--- config.mk ---
export PLATFORM = sky130hd
export DESIGN_NAME = prediction_table_update_scheduler_flat
export DESIGN_NICKNAME = d
export VERILOG_FILES = /design/src/rtl/prediction_table_update_scheduler_if.sv /design/src/rtl/prediction_table_update_scheduler.sv /design/src/flat_wrapper.sv
export SDC_FILE = /design/constraint.sdc
export NUM_CORES = 1
export LEC_CHECK = 0
export CORE_MARGIN = 2
export CORE_UTILIZATION = 30
export DETAILED_ROUTE_END_ITERATION = 16
export SYNTH_ARGS = -nofsm -noshare
export SYNTH_HDL_FRONTEND = slang
export SYNTH_SLANG_ARGS = --single-unit
--- constraint.sdc ---
create_clock -name clk -period 10.86 [get_ports clk]
set_input_delay 1.629 -clock clk [delete_from_list [all_inputs] [get_ports clk]]
set_output_delay 1.629 -clock clk [all_outputs]
set_load 0.1 [all_outputs]
--- src/rtl/prediction_table_update_scheduler_if.sv ---
// Bundles the update, lookup and table-write signals of the prediction table update scheduler.
// The scheduler uses the slave modport; the producer/consumer side uses master.
interface prediction_table_update_scheduler_if #(
    parameter int unsigned INDEX_WIDTH   = 8,
    parameter int unsigned COUNTER_WIDTH = 2
);
    logic                     rb_valid;
    logic [INDEX_WIDTH-1:0]   rb_index;
    logic [COUNTER_WIDTH-1:0] rb_count;
    logic                     cr_valid;
    logic [INDEX_WIDTH-1:0]   cr_index;
    logic [COUNTER_WIDTH-1:0] cr_count;
    logic                     cr_ready;
    logic                     flush;
    logic [INDEX_WIDTH-1:0]   lookup_index;
    logic                     lookup_hit;
    logic [COUNTER_WIDTH-1:0] lookup_count;
    logic                     init_busy;
    logic                     wr_en;
    logic [INDEX_WIDTH-1:0]   wr_index;
    logic [COUNTER_WIDTH-1:0] wr_count;
    logic [15:0]              stat_stall_cnt;
    logic [15:0]              stat_kill_cnt;

    modport master (
        output rb_valid, rb_index, rb_count, cr_valid, cr_index, cr_count, flush, lookup_index,
        input  cr_ready, lookup_hit, lookup_count, init_busy, wr_en, wr_index, wr_count,
               stat_stall_cnt, stat_kill_cnt
    );

    modport slave (
        input  rb_valid, rb_index, rb_count, cr_valid, cr_index, cr_count, flush, lookup_index,
        output cr_ready, lookup_hit, lookup_count, init_busy, wr_en, wr_index, wr_count,
               stat_stall_cnt, stat_kill_cnt
    );
endinterface

--- src/rtl/prediction_table_update_scheduler.sv ---
// Owns the prediction table write port: init sweep, rollback/corrected update arbitration with a
// kill-capable corrected queue, and lookup forwarding. `PRED_SCHED_STATS_EN adds stall/kill stats.
module prediction_table_update_scheduler #(
    parameter int unsigned INDEX_WIDTH        = 8,
    parameter int unsigned COUNTER_WIDTH      = 2,
    parameter int unsigned COUNTER_INIT_VALUE = 0,
    parameter int unsigned QUEUE_DEPTH        = 4
) (
    input logic clk,
    input logic rst_n,
    prediction_table_update_scheduler_if.slave bus
);
    localparam int unsigned PtrW = $clog2(QUEUE_DEPTH);
    localparam int unsigned CntW = PtrW + 1;
    localparam logic [COUNTER_WIDTH-1:0] InitCount = COUNTER_WIDTH'(COUNTER_INIT_VALUE);

    typedef enum logic [0:0] {StInit, StRun} state_e;

    state_e                   state_q, state_d;
    logic [INDEX_WIDTH-1:0]   init_ptr_q, init_ptr_d;
    logic                     wr_en_q, wr_en_d;
    logic [INDEX_WIDTH-1:0]   wr_index_q, wr_index_d;
    logic [COUNTER_WIDTH-1:0] wr_count_q, wr_count_d;

    logic [INDEX_WIDTH-1:0]   q_index_q [QUEUE_DEPTH];
    logic [INDEX_WIDTH-1:0]   q_index_d [QUEUE_DEPTH];
    logic [COUNTER_WIDTH-1:0] q_count_q [QUEUE_DEPTH];
    logic [COUNTER_WIDTH-1:0] q_count_d [QUEUE_DEPTH];
    logic [QUEUE_DEPTH-1:0]   q_valid_q, q_valid_d;
    logic [PtrW-1:0]          head_q, head_d, tail_q, tail_d;
    logic [CntW-1:0]          fill_q, fill_d;

    logic [QUEUE_DEPTH-1:0]   occupied;
    logic [QUEUE_DEPTH-1:0]   rb_match;
    logic [CntW-1:0]          skip;
    logic [CntW-1:0]          live_fill;
    logic [PtrW-1:0]          live_head;
    logic                     cr_ready;
    logic                     fwd_hit;
    logic [COUNTER_WIDTH-1:0] fwd_count;

    // Killed entries keep their slot until they reach the head; skip counts the leading ones.
    always_comb begin : queue_scan
        logic            found;
        logic [PtrW-1:0] slot;
        occupied = '0;
        rb_match = '0;
        skip     = '0;
        found    = 1'b0;
        slot     = '0;
        for (int i = 0; i < QUEUE_DEPTH; i++) begin
            slot = head_q + PtrW'(i);
            if (CntW'(i) < fill_q) begin
                occupied[slot] = 1'b1;
                if (q_valid_q[slot]) begin
                    found = 1'b1;
                end else if (!found) begin
                    skip = skip + CntW'(1);
                end
            end
        end
        for (int i = 0; i < QUEUE_DEPTH; i++) begin
            rb_match[i] = occupied[i] & q_valid_q[i] & (q_index_q[i] == bus.rb_index);
        end
    end

    assign live_fill = fill_q - skip;
    assign live_head = head_q + skip[PtrW-1:0];
    assign cr_ready  = (state_q == StRun) && (fill_q != CntW'(QUEUE_DEPTH)) && !bus.flush;

    always_comb begin : next_state
        logic            bypass;
        logic            push;
        logic [CntW-1:0] pop_n;
        state_d    = state_q;
        init_ptr_d = init_ptr_q;
        wr_en_d    = 1'b0;
        wr_index_d = wr_index_q;
        wr_count_d = wr_count_q;
        q_index_d  = q_index_q;
        q_count_d  = q_count_q;
        q_valid_d  = q_valid_q;
        head_d     = head_q;
        tail_d     = tail_q;
        fill_d     = fill_q;
        bypass     = 1'b0;
        push       = 1'b0;
        pop_n      = '0;
        unique case (state_q)
            StInit: begin
                wr_en_d    = 1'b1;
                wr_index_d = init_ptr_q;
                wr_count_d = InitCount;
                init_ptr_d = init_ptr_q + INDEX_WIDTH'(1);
                if (init_ptr_q == {INDEX_WIDTH{1'b1}}) begin
                    state_d = StRun;
                end
            end
            StRun: begin
                if (bus.rb_valid) begin
                    wr_en_d    = 1'b1;
                    wr_index_d = bus.rb_index;
                    wr_count_d = bus.rb_count;
                    pop_n      = skip;
                    q_valid_d  = q_valid_q & ~rb_match;
                end else if (bus.flush) begin
                    pop_n = '0;
                end else if (live_fill != '0) begin
                    wr_en_d    = 1'b1;
                    wr_index_d = q_index_q[live_head];
                    wr_count_d = q_count_q[live_head];
                    pop_n      = skip + CntW'(1);
                end else begin
                    pop_n = skip;
                    if (bus.cr_valid && cr_ready) begin
                        bypass     = 1'b1;
                        wr_en_d    = 1'b1;
                        wr_index_d = bus.cr_index;
                        wr_count_d = bus.cr_count;
                    end
                end
                push = bus.cr_valid && cr_ready && !bypass;
                if (push) begin
                    q_index_d[tail_q] = bus.cr_index;
                    q_count_d[tail_q] = bus.cr_count;
                    q_valid_d[tail_q] = 1'b1;
                end
                head_d = head_q + pop_n[PtrW-1:0];
                tail_d = tail_q + PtrW'(push);
                fill_d = fill_q - pop_n + CntW'(push);
                if (bus.flush) begin
                    head_d    = '0;
                    tail_d    = '0;
                    fill_d    = '0;
                    q_valid_d = '0;
                end
            end
        endcase
    end

    always_ff @(posedge clk) begin
        if (!rst_n) begin
            state_q    <= StInit;
            init_ptr_q <= '0;
            wr_en_q    <= 1'b0;
            wr_index_q <= '0;
            wr_count_q <= '0;
            q_valid_q  <= '0;
            head_q     <= '0;
            tail_q     <= '0;
            fill_q     <= '0;
        end else begin
            state_q    <= state_d;
            init_ptr_q <= init_ptr_d;
            wr_en_q    <= wr_en_d;
            wr_index_q <= wr_index_d;
            wr_count_q <= wr_count_d;
            q_valid_q  <= q_valid_d;
            head_q     <= head_d;
            tail_q     <= tail_d;
            fill_q     <= fill_d;
        end
    end

    // Payload needs no reset: the valid bits gate every use.
    always_ff @(posedge clk) begin
        q_index_q <= q_index_d;
        q_count_q <= q_count_d;
    end

    // Scan oldest to newest so the newest matching queued entry overrides the write register.
    always_comb begin : forward
        logic [PtrW-1:0] slot;
        fwd_hit   = 1'b0;
        fwd_count = '0;
        slot      = '0;
        if (!rst_n) begin
            fwd_hit = 1'b0;
        end else if (state_q == StInit) begin
            fwd_hit   = 1'b1;
            fwd_count = InitCount;
        end else begin
            if (wr_en_q && (wr_index_q == bus.lookup_index)) begin
                fwd_hit   = 1'b1;
                fwd_count = wr_count_q;
            end
            for (int i = 0; i < QUEUE_DEPTH; i++) begin
                slot = head_q + PtrW'(i);
                if (occupied[slot] && q_valid_q[slot] && (q_index_q[slot] == bus.lookup_index)) begin
                    fwd_hit   = 1'b1;
                    fwd_count = q_count_q[slot];
                end
            end
        end
    end

    assign bus.cr_ready     = cr_ready;
    assign bus.lookup_hit   = fwd_hit;
    assign bus.lookup_count = fwd_count;
    assign bus.init_busy    = (state_q == StInit);
    assign bus.wr_en        = wr_en_q;
    assign bus.wr_index     = wr_index_q;
    assign bus.wr_count     = wr_count_q;

`ifdef PRED_SCHED_STATS_EN
    logic [15:0] stall_cnt_q, stall_cnt_d;
    logic [15:0] kill_cnt_q, kill_cnt_d;

    always_comb begin
        stall_cnt_d = stall_cnt_q;
        kill_cnt_d  = kill_cnt_q;
        if ((state_q == StRun) && bus.cr_valid && !cr_ready && (stall_cnt_q != 16'hFFFF)) begin
            stall_cnt_d = stall_cnt_q + 16'd1;
        end
        if ((state_q == StRun) && bus.rb_valid && (|rb_match) && (kill_cnt_q != 16'hFFFF)) begin
            kill_cnt_d = kill_cnt_q + 16'd1;
        end
    end

    always_ff @(posedge clk) begin
        if (!rst_n) begin
            stall_cnt_q <= '0;
            kill_cnt_q  <= '0;
        end else begin
            stall_cnt_q <= stall_cnt_d;
            kill_cnt_q  <= kill_cnt_d;
        end
    end

    assign bus.stat_stall_cnt = stall_cnt_q;
    assign bus.stat_kill_cnt  = kill_cnt_q;
`else
    assign bus.stat_stall_cnt = '0;
    assign bus.stat_kill_cnt  = '0;
`endif
endmodule

--- src/flat_wrapper.sv ---
// flat-port wrapper written by rule: the top's interface ports become plain ports
module prediction_table_update_scheduler_flat 
#(
    parameter int unsigned INDEX_WIDTH        = 8,
    parameter int unsigned COUNTER_WIDTH      = 2,
    parameter int unsigned COUNTER_INIT_VALUE = 0,
    parameter int unsigned QUEUE_DEPTH        = 4
)
  (clk, rst_n, bus_rb_valid, bus_rb_index, bus_rb_count, bus_cr_valid, bus_cr_index, bus_cr_count, bus_flush, bus_lookup_index, bus_cr_ready, bus_lookup_hit, bus_lookup_count, bus_init_busy, bus_wr_en, bus_wr_index, bus_wr_count, bus_stat_stall_cnt, bus_stat_kill_cnt);
  prediction_table_update_scheduler_if #(.INDEX_WIDTH(INDEX_WIDTH), .COUNTER_WIDTH(COUNTER_WIDTH)) bus_i ();
  input logic clk;
  input logic rst_n;
  input wire logic [$bits(bus_i.rb_valid)-1:0] bus_rb_valid;
  input wire logic [$bits(bus_i.rb_index)-1:0] bus_rb_index;
  input wire logic [$bits(bus_i.rb_count)-1:0] bus_rb_count;
  input wire logic [$bits(bus_i.cr_valid)-1:0] bus_cr_valid;
  input wire logic [$bits(bus_i.cr_index)-1:0] bus_cr_index;
  input wire logic [$bits(bus_i.cr_count)-1:0] bus_cr_count;
  input wire logic [$bits(bus_i.flush)-1:0] bus_flush;
  input wire logic [$bits(bus_i.lookup_index)-1:0] bus_lookup_index;
  output wire logic [$bits(bus_i.cr_ready)-1:0] bus_cr_ready;
  output wire logic [$bits(bus_i.lookup_hit)-1:0] bus_lookup_hit;
  output wire logic [$bits(bus_i.lookup_count)-1:0] bus_lookup_count;
  output wire logic [$bits(bus_i.init_busy)-1:0] bus_init_busy;
  output wire logic [$bits(bus_i.wr_en)-1:0] bus_wr_en;
  output wire logic [$bits(bus_i.wr_index)-1:0] bus_wr_index;
  output wire logic [$bits(bus_i.wr_count)-1:0] bus_wr_count;
  output wire logic [$bits(bus_i.stat_stall_cnt)-1:0] bus_stat_stall_cnt;
  output wire logic [$bits(bus_i.stat_kill_cnt)-1:0] bus_stat_kill_cnt;
  assign bus_i.rb_valid = bus_rb_valid;
  assign bus_i.rb_index = bus_rb_index;
  assign bus_i.rb_count = bus_rb_count;
  assign bus_i.cr_valid = bus_cr_valid;
  assign bus_i.cr_index = bus_cr_index;
  assign bus_i.cr_count = bus_cr_count;
  assign bus_i.flush = bus_flush;
  assign bus_i.lookup_index = bus_lookup_index;
  assign bus_cr_ready = bus_i.cr_ready;
  assign bus_lookup_hit = bus_i.lookup_hit;
  assign bus_lookup_count = bus_i.lookup_count;
  assign bus_init_busy = bus_i.init_busy;
  assign bus_wr_en = bus_i.wr_en;
  assign bus_wr_index = bus_i.wr_index;
  assign bus_wr_count = bus_i.wr_count;
  assign bus_stat_stall_cnt = bus_i.stat_stall_cnt;
  assign bus_stat_kill_cnt = bus_i.stat_kill_cnt;
  prediction_table_update_scheduler #(.INDEX_WIDTH(INDEX_WIDTH), .COUNTER_WIDTH(COUNTER_WIDTH), .COUNTER_INIT_VALUE(COUNTER_INIT_VALUE), .QUEUE_DEPTH(QUEUE_DEPTH)) u_core (.clk(clk), .rst_n(rst_n), .bus(bus_i));
endmodule
=== Yosys cells after proc, flatten, opt, wreduce, memory -nomap -nowiden ===
Index checks and enable logic that the tools add are counted.

* Register bits after elaboration: 71
* Input bits: 33
* Output and inout bits: 48

* Add/sub/neg operators: 14
* $lt $le $gt $ge: 21
* Equality and inequality tests: 13
* Mux-type cells: 129
* Bitwise logic cells: 21
* Reduce and logical (&&, ||, !) cells: 24

{| class="wikitable"
|+ Operators with widths
! operator !! count
|-
| $mux W8 || 15
|-
| $bmux W8 S2 || 5
|-
| $eq A8 B8 Y1 || 9
|-
| $mux W2 || 24
|-
| $mux W3 || 14
|-
| $mux W1 || 38
|-
| $bwmux W32 || 1
|-
| $mux W4 || 8
|-
| $bmux W2 S2 || 5
|-
| $logic_and A1 B1 Y1 || 19
|-
| $ge A3 B3 Y1 const B || 6
|-
| $not A2 Y3 || 6
|-
| $bmux W1 S2 || 8
|-
| $demux W8 S2 || 1
|-
| $or A4 B4 Y4 || 4
|-
| $pmux W8 S2 || 1
|-
| $lt A2 B3 Y1 const B || 5
|-
| $add A3 B1 Y3 const B || 4
|-
| $demux W1 S2 || 5
|-
| $ge A2 B1 Y1 const B || 5
|-
| $add A8 B1 Y8 const B || 1
|-
| $and A1 B1 Y1 || 8
|-
| $bwmux W8 || 1
|-
| $eq A8 B8 Y1 const B || 1
|-
| 20 further kinds || 28
|}

=== Logic depth before layout (Yosys ltp) ===
* Depth in word-level cells: 26
* Depth in mapped cells: 33
* Depth with buffers taken out: 30

=== Least setup slack after synthesis ===
Ideal clock, no wire load.

* Path type: register to output
* Start: reg u_core.head_q[0]
* End: out bus_lookup_count[1]
* Data arrival time: 5.166 ns
* Data required time: 9.231 ns
* Slack: 4.065 ns
* Stages on the path, launching flop included: 14
* Path buffers: 4
* Path through: dfxtp_1 -> buf_6 -> clkinv_1 -> ha_1 -> buf_4 -> buf_2 -> buf_1 -> mux4_2 -> xnor2_1 -> nand3_1 -> nor3_1 -> or3_1 -> nor2_1 -> nor3_1

* Word-level cells in the longest chain between the ends: 21

{| class="wikitable"
|+ Ends and longest elaborated chain
! element !! RTL line !! source
|-
| start, declared || prediction_table_update_scheduler.sv:30 || <nowiki>logic [PtrW-1:0] head_q, head_d, tail_q, tail_d;</nowiki>
|-
| start signal, assigned || prediction_table_update_scheduler.sv:149 || <nowiki>head_q <= '0;</nowiki>
|-
| start signal, assigned || prediction_table_update_scheduler.sv:159 || <nowiki>head_q <= head_d;</nowiki>
|-
| $add A2 B1 Y2 (tied with other cells) || prediction_table_update_scheduler.sv:52, prediction_table_update_scheduler.sv:188 ||
|-
| $lt A2 B3 Y1 (not written as such) (tied with other cells) || prediction_table_update_scheduler.sv:54 || <nowiki>occupied[slot] = 1'b1;</nowiki>
|-
| $logic_and A1 B1 Y1 (not written as such) or $mux W1 (tied branches) || prediction_table_update_scheduler.sv:54 ||
|-
| $mux W1 (not written as such) or $demux W1 S2 (tied branches) || - ||
|-
| $demux W1 S2 or $mux W4 (tied branches) || - ||
|-
| $or A4 B4 Y4 (no line) || - ||
|-
| $mux W4 || prediction_table_update_scheduler.sv:53 || <nowiki>if (CntW'(i) < fill_q) begin</nowiki>
|-
| $or A4 B4 Y4 (no line) || - ||
|-
| (+2 left out) || - ||
|-
| $mux W4 || prediction_table_update_scheduler.sv:53 ||
|-
| $bmux W1 S2 || prediction_table_update_scheduler.sv:189 || <nowiki>if (occupied[slot] && q_valid_q[slot] && (q_index_q[slot] == bus.lookup_index)) begin</nowiki>
|-
| $mux W1 (not written as such) || prediction_table_update_scheduler.sv:189 ||
|-
| $logic_and A1 B1 Y1 (2 in a row) || prediction_table_update_scheduler.sv:189 ||
|-
| $mux W2 (3 in a row) || prediction_table_update_scheduler.sv:189 ||
|-
| $mux W2 * || prediction_table_update_scheduler.sv:189 ||
|-
| $mux W2 * || prediction_table_update_scheduler.sv:179 || <nowiki>end else if (state_q == StInit) begin</nowiki>
|-
| $mux W2 * || prediction_table_update_scheduler.sv:177 || <nowiki>if (!rst_n) begin</nowiki>
|-
| end, declared || flat_wrapper.sv:23 || <nowiki>output wire logic [$bits(bus_i.lookup_count)-1:0] bus_lookup_count;</nowiki>
|}

Mark *: on every way between the ends. The rest lies on a longest branch, timed or not. The select of a mux whose other input is x is not followed.

=== Final worst setup path ===
* Start: reg u_core.head_q[1]
* End: reg u_core.fill_q[2]

* Word-level cells in the longest chain between the ends: 26

{| class="wikitable"
|+ Ends and longest elaborated chain
! element !! RTL line !! source
|-
| $bmux W1 S2 || prediction_table_update_scheduler.sv:55 || <nowiki>if (q_valid_q[slot]) begin</nowiki>
|-
| $mux W1 (not written as such) || prediction_table_update_scheduler.sv:55 ||
|-
| $mux W1 || prediction_table_update_scheduler.sv:55 ||
|-
| $mux W1 || prediction_table_update_scheduler.sv:53 ||
|-
| $add A3 B1 Y3 || prediction_table_update_scheduler.sv:58 || <nowiki>skip = skip + CntW'(1);</nowiki>
|-
| $mux W3 || prediction_table_update_scheduler.sv:57 || <nowiki>end else if (!found) begin</nowiki>
|-
| $mux W3 || prediction_table_update_scheduler.sv:55 ||
|-
| $mux W3 || prediction_table_update_scheduler.sv:53 ||
|-
| (+3 left out) || - ||
|-
| $mux W3 || prediction_table_update_scheduler.sv:53 ||
|-
| $add A3 B1 Y3 || prediction_table_update_scheduler.sv:58 ||
|-
| $mux W3 || prediction_table_update_scheduler.sv:57 ||
|-
| $mux W3 || prediction_table_update_scheduler.sv:55 ||
|-
| $mux W3 * || prediction_table_update_scheduler.sv:53 ||
|-
| branches (longest 8 deep; another with $sub A3 B3 Y3) || - ||
|-
| $add A3 B1 Y3 * || prediction_table_update_scheduler.sv:130 || <nowiki>fill_d = fill_q - pop_n + CntW'(push);</nowiki>
|-
| $mux W3 * || prediction_table_update_scheduler.sv:131 || <nowiki>if (bus.flush) begin</nowiki>
|-
| end signal, assigned || prediction_table_update_scheduler.sv:161 || <nowiki>fill_q <= fill_d;</nowiki>
|-
| end, declared || prediction_table_update_scheduler.sv:31 || <nowiki>logic [CntW-1:0] fill_q, fill_d;</nowiki>
|}

Mark *: on every way between the ends. The select of a mux whose other input is x is not followed.
A chain may end at the register's enable or synchronous reset.

==> summary.txt <==
Final layout
  • # nets final: 672
  • Share of layout cells above drive strength 1: 0.136
  • Antenna cell count: 0
  • FF+latch area: 1820 sq um
  • Area of the multi-input gates: 4110 sq um
  • Area Growth Syn to Fin: 14.3%
  • Filler cells: 2,044

Synthesis
  • Area contributors post-synth: edfxtp_1 (19%), mux4_2 (14%), dfxtp_1 (9.9%)
  • Synthesis Warnings: 0
  • Post-synth EDFFs: 40
  • Avg Inst Size Synth: 10.6 sq um
  • Ys async rst share: 0
  • Seq/Total Area, Yosys: 0.290
  • Synth Flop Type: edfxtp_1
  • Largest area contributor in the netlist: edfxtp_1
  • Netlist cell types: 61
  • Synth Instances: 593
  • Mapped cell area: 6280 sq um
  • Synth top area share: 0.191
  • Register bit total from synthesis: 71

Global routing
  • Grt ovf: 0
  • Vias in the first global route: 4,641
  • Initial antenna violation count: 0
  • Largest net degree at the start of global routing: 58
  • GRT Total Usage: 0.160
  • First-pass GRT wire length: 26,900 microns

Drt
  • Remaining DRCs: 0
  • WL/cell: 19.3 microns
  • Iteration-0 DRC Markers: 429
  • Final wirelength: 17,200 microns
  • Post-DR vias/cell: 5.35
  • Antenna viol nets, final: 0
  • Via Count: 4,775
  • Pre-Repair DR Iteration Count: 7

STA
  • Setup Skew: 0.0115 ns
  • RSZ-0062 raised after global routing: no
  • Final worst path period share: 0.656
  • Hold Fails Final Rpt: 0
  • Slew headroom: 0.298
  • Pins Over Slew Limit: 0
  • Maximum clock rate: 140 MHz
  • Minimum clock period: 7.13 ns
  • Count of final setup violators: 0
  • Setup tns final: 0 ns
  • Worst-Margin Slew: 1.03 ns

Clock tree
  • Resize count post-CTS: 0
  • CTS tree: built
  • Cts hold-fix bufs: 0
  • Max Buffers Root-to-Sink: 2
  • Clock slew at the register clock pins of the worst setup and hold paths: 0.06 ns
  • CTS Sinks: 71
  • Clock root buffer: clkbuf_16
  • CTS H-tree depth: 3
  • Skew-Pair Late Insertion Delay: 0.34 ns
  • CTS Buf Count: 9
  • Setup Fix Bufs, Post-CTS: 0

Setup path
  • CP bufs+invs: 6
  • Critical Path Most Common Cell: ha_1
  • CP delay by family, top: adder cells
  • Crit-path max FO: 37
  • CP max stage delay: 0.61 ns
  • Required time of the critical path: 11.14 ns
  • Arrival time of the worst setup path: 7.41 ns
  • CP Class: reg2reg
  • Reg2reg start: u_core.head_q[1]$_SDFFE_PN0P_
  • CP Launch Point: u_core.head_q[1]$_SDFFE_PN0P_
  • Critical Path End Type: flip-flop
  • Worst path slowest cell: mux4_2
  • CP startpoint kind: flip-flop

Die
  • Die width: 149 microns
  • Die area: 22,100 sq um
  • Die Y-Extent: 149 microns
  • Initial Util: 0.308
  • IO Pins: 81
  • # rows: 52
  • Core ar.: 20,400 sq um

Power and ir drop
  • Tot Pwr: 0.000716 W
  • Peak supply drop: 88.2 uV
  • PD cells: 99.6 nW/um^2
  • Leakage power: 2.38 nW

Placed design
  • PortBufs: 48
  • Final HPWL DP: 12,600 microns
  • Routability cong.: 0.869

Worst hold path
  • Min-delay worst type: reg2reg
  • Hold path start: u_core.init_ptr_q[0]$_SDFFE_PN0N_

Flow run
  • Max cap viols: 0

Outcome
  • Status: finished clean
power breakdown:
part	internal [W]	switching, W
sequential	0.000285	0.00000179
combinational	0.0000266	0.0000841
clock	0.000200	0.000118
stage by stage:
step | hold WS [ns] | util | area (sq um) | worst slack [ns] | std cells
final | 0.509 | 0.352 | 7180 | 3.73 | 893
after CTS | 0.518 | 0.352 | 7180 | 3.71 | 893
after detailed placement | 0.509 | 0.336 | 6870 | 3.73 | 877
after global routing | 0.546 | 0.352 | 7180 | 3.06 | 893
after global placement | 0.500 | 0.336 | 6870 | 3.89 | 877
after floorplan | 0.479 | - | 6400 | 4.07 | 624
final timing paths:
path                            cells after the start  slack [ns]                           endpoint
worst max register to register                     31        3.73      u_core.fill_q[2]$_SDFFE_PN0P_
worst min register to register                      2        0.51  u_core.init_ptr_q[0]$_SDFFE_PN0N_
worst min-delay path                                2        0.51  u_core.init_ptr_q[0]$_SDFFE_PN0N_
worst max-delay path                               31        3.73      u_core.fill_q[2]$_SDFFE_PN0P_
cells in the final DEF, fill, tap and decap left out, drive strengths merged, types with 20 or more instances in the layout:
master / n
xnor2: 60
mux4: 49
clkdlybuf4s50: 48
edfxtp: 40
nand2: 34
conb: 32
dfxtp: 31
o21ai: 27
xor2: 23
nor2: 20
ha: 20
state kept, by name (all words and copies together) (netlist names):
| register | flops |
|---|---|
| u_core.init_ptr_q | 8 |
| u_core.tail_q | 2 |
| u_core.q_count_q | 8 |
| u_core.bus.wr_index | 8 |
| u_core.state_q | 1 |
| u_core.head_q | 2 |
| u_core.q_index_q | 32 |
| u_core.fill_q | 3 |
| u_core.bus.wr_en | 1 |
| u_core.q_valid_q | 4 |
| u_core.bus.wr_count | 2 |
synthesized netlist by cell type, drive strengths merged (7+ instances only):
master,count
edfxtp,40
buf,45
dfxtp,31
a21oi,18
o21ai,27
inv,11
nor2,20
xor2,23
o21a,7
and2,14
nand4,7
clkbuf,30
mux2,10
nor4,11
mux2i,17
nor3,14
xnor2,60
nor2b,12
ha,20
mux4,49
nand3,15
nand2,34
final cells by class:
cell class / count / share of cell area
Inverter: 13 / 0.00679
Timing Repair Buffer: 58 / 0.0773
Clock buffer: 10 / 0.0319
Sequential cell: 71 / 0.254
Clock inverter: 6 / 0.0118
Tap cell: 270 / 0.0470
Multi-Input combinational cell: 465 / 0.571
kinds of logic (layout without fill, tap and decap cells):
group | after synthesis | count (layout) | synth area share
and+or+nand+nor | 152 | 152 | 0.127
AOI/OAI and AO/OA | 100 | 100 | 0.114
buffers and inverters | 88 | 87 | 0.0762
xor gates and xnor gates | 84 | 84 | 0.122
muxes | 76 | 76 | 0.227
DFF | 71 | 71 | 0.290
adders and majority gates | 21 | 21 | 0.0430
other | 1 | 32 | 0.000597
tightest hold or removal path: cells and delay by family (launching register included):
family / cells / cell delay [ns]
flops: 1 / 0.32
simple gates: 2 / 0.14
per-layer routing:
metal / wire length [microns] / track usage / part of all wire
met1: 7060 / 0.208 / 0.41
met2: 8390 / 0.260 / 0.49
met3: 1110 / 0.0297 / 0.065
met4: 654 / 0.0724 / 0.038
met5: 0 / 0 / 0
No activity file was read; power rests on OpenSTA's default activity.
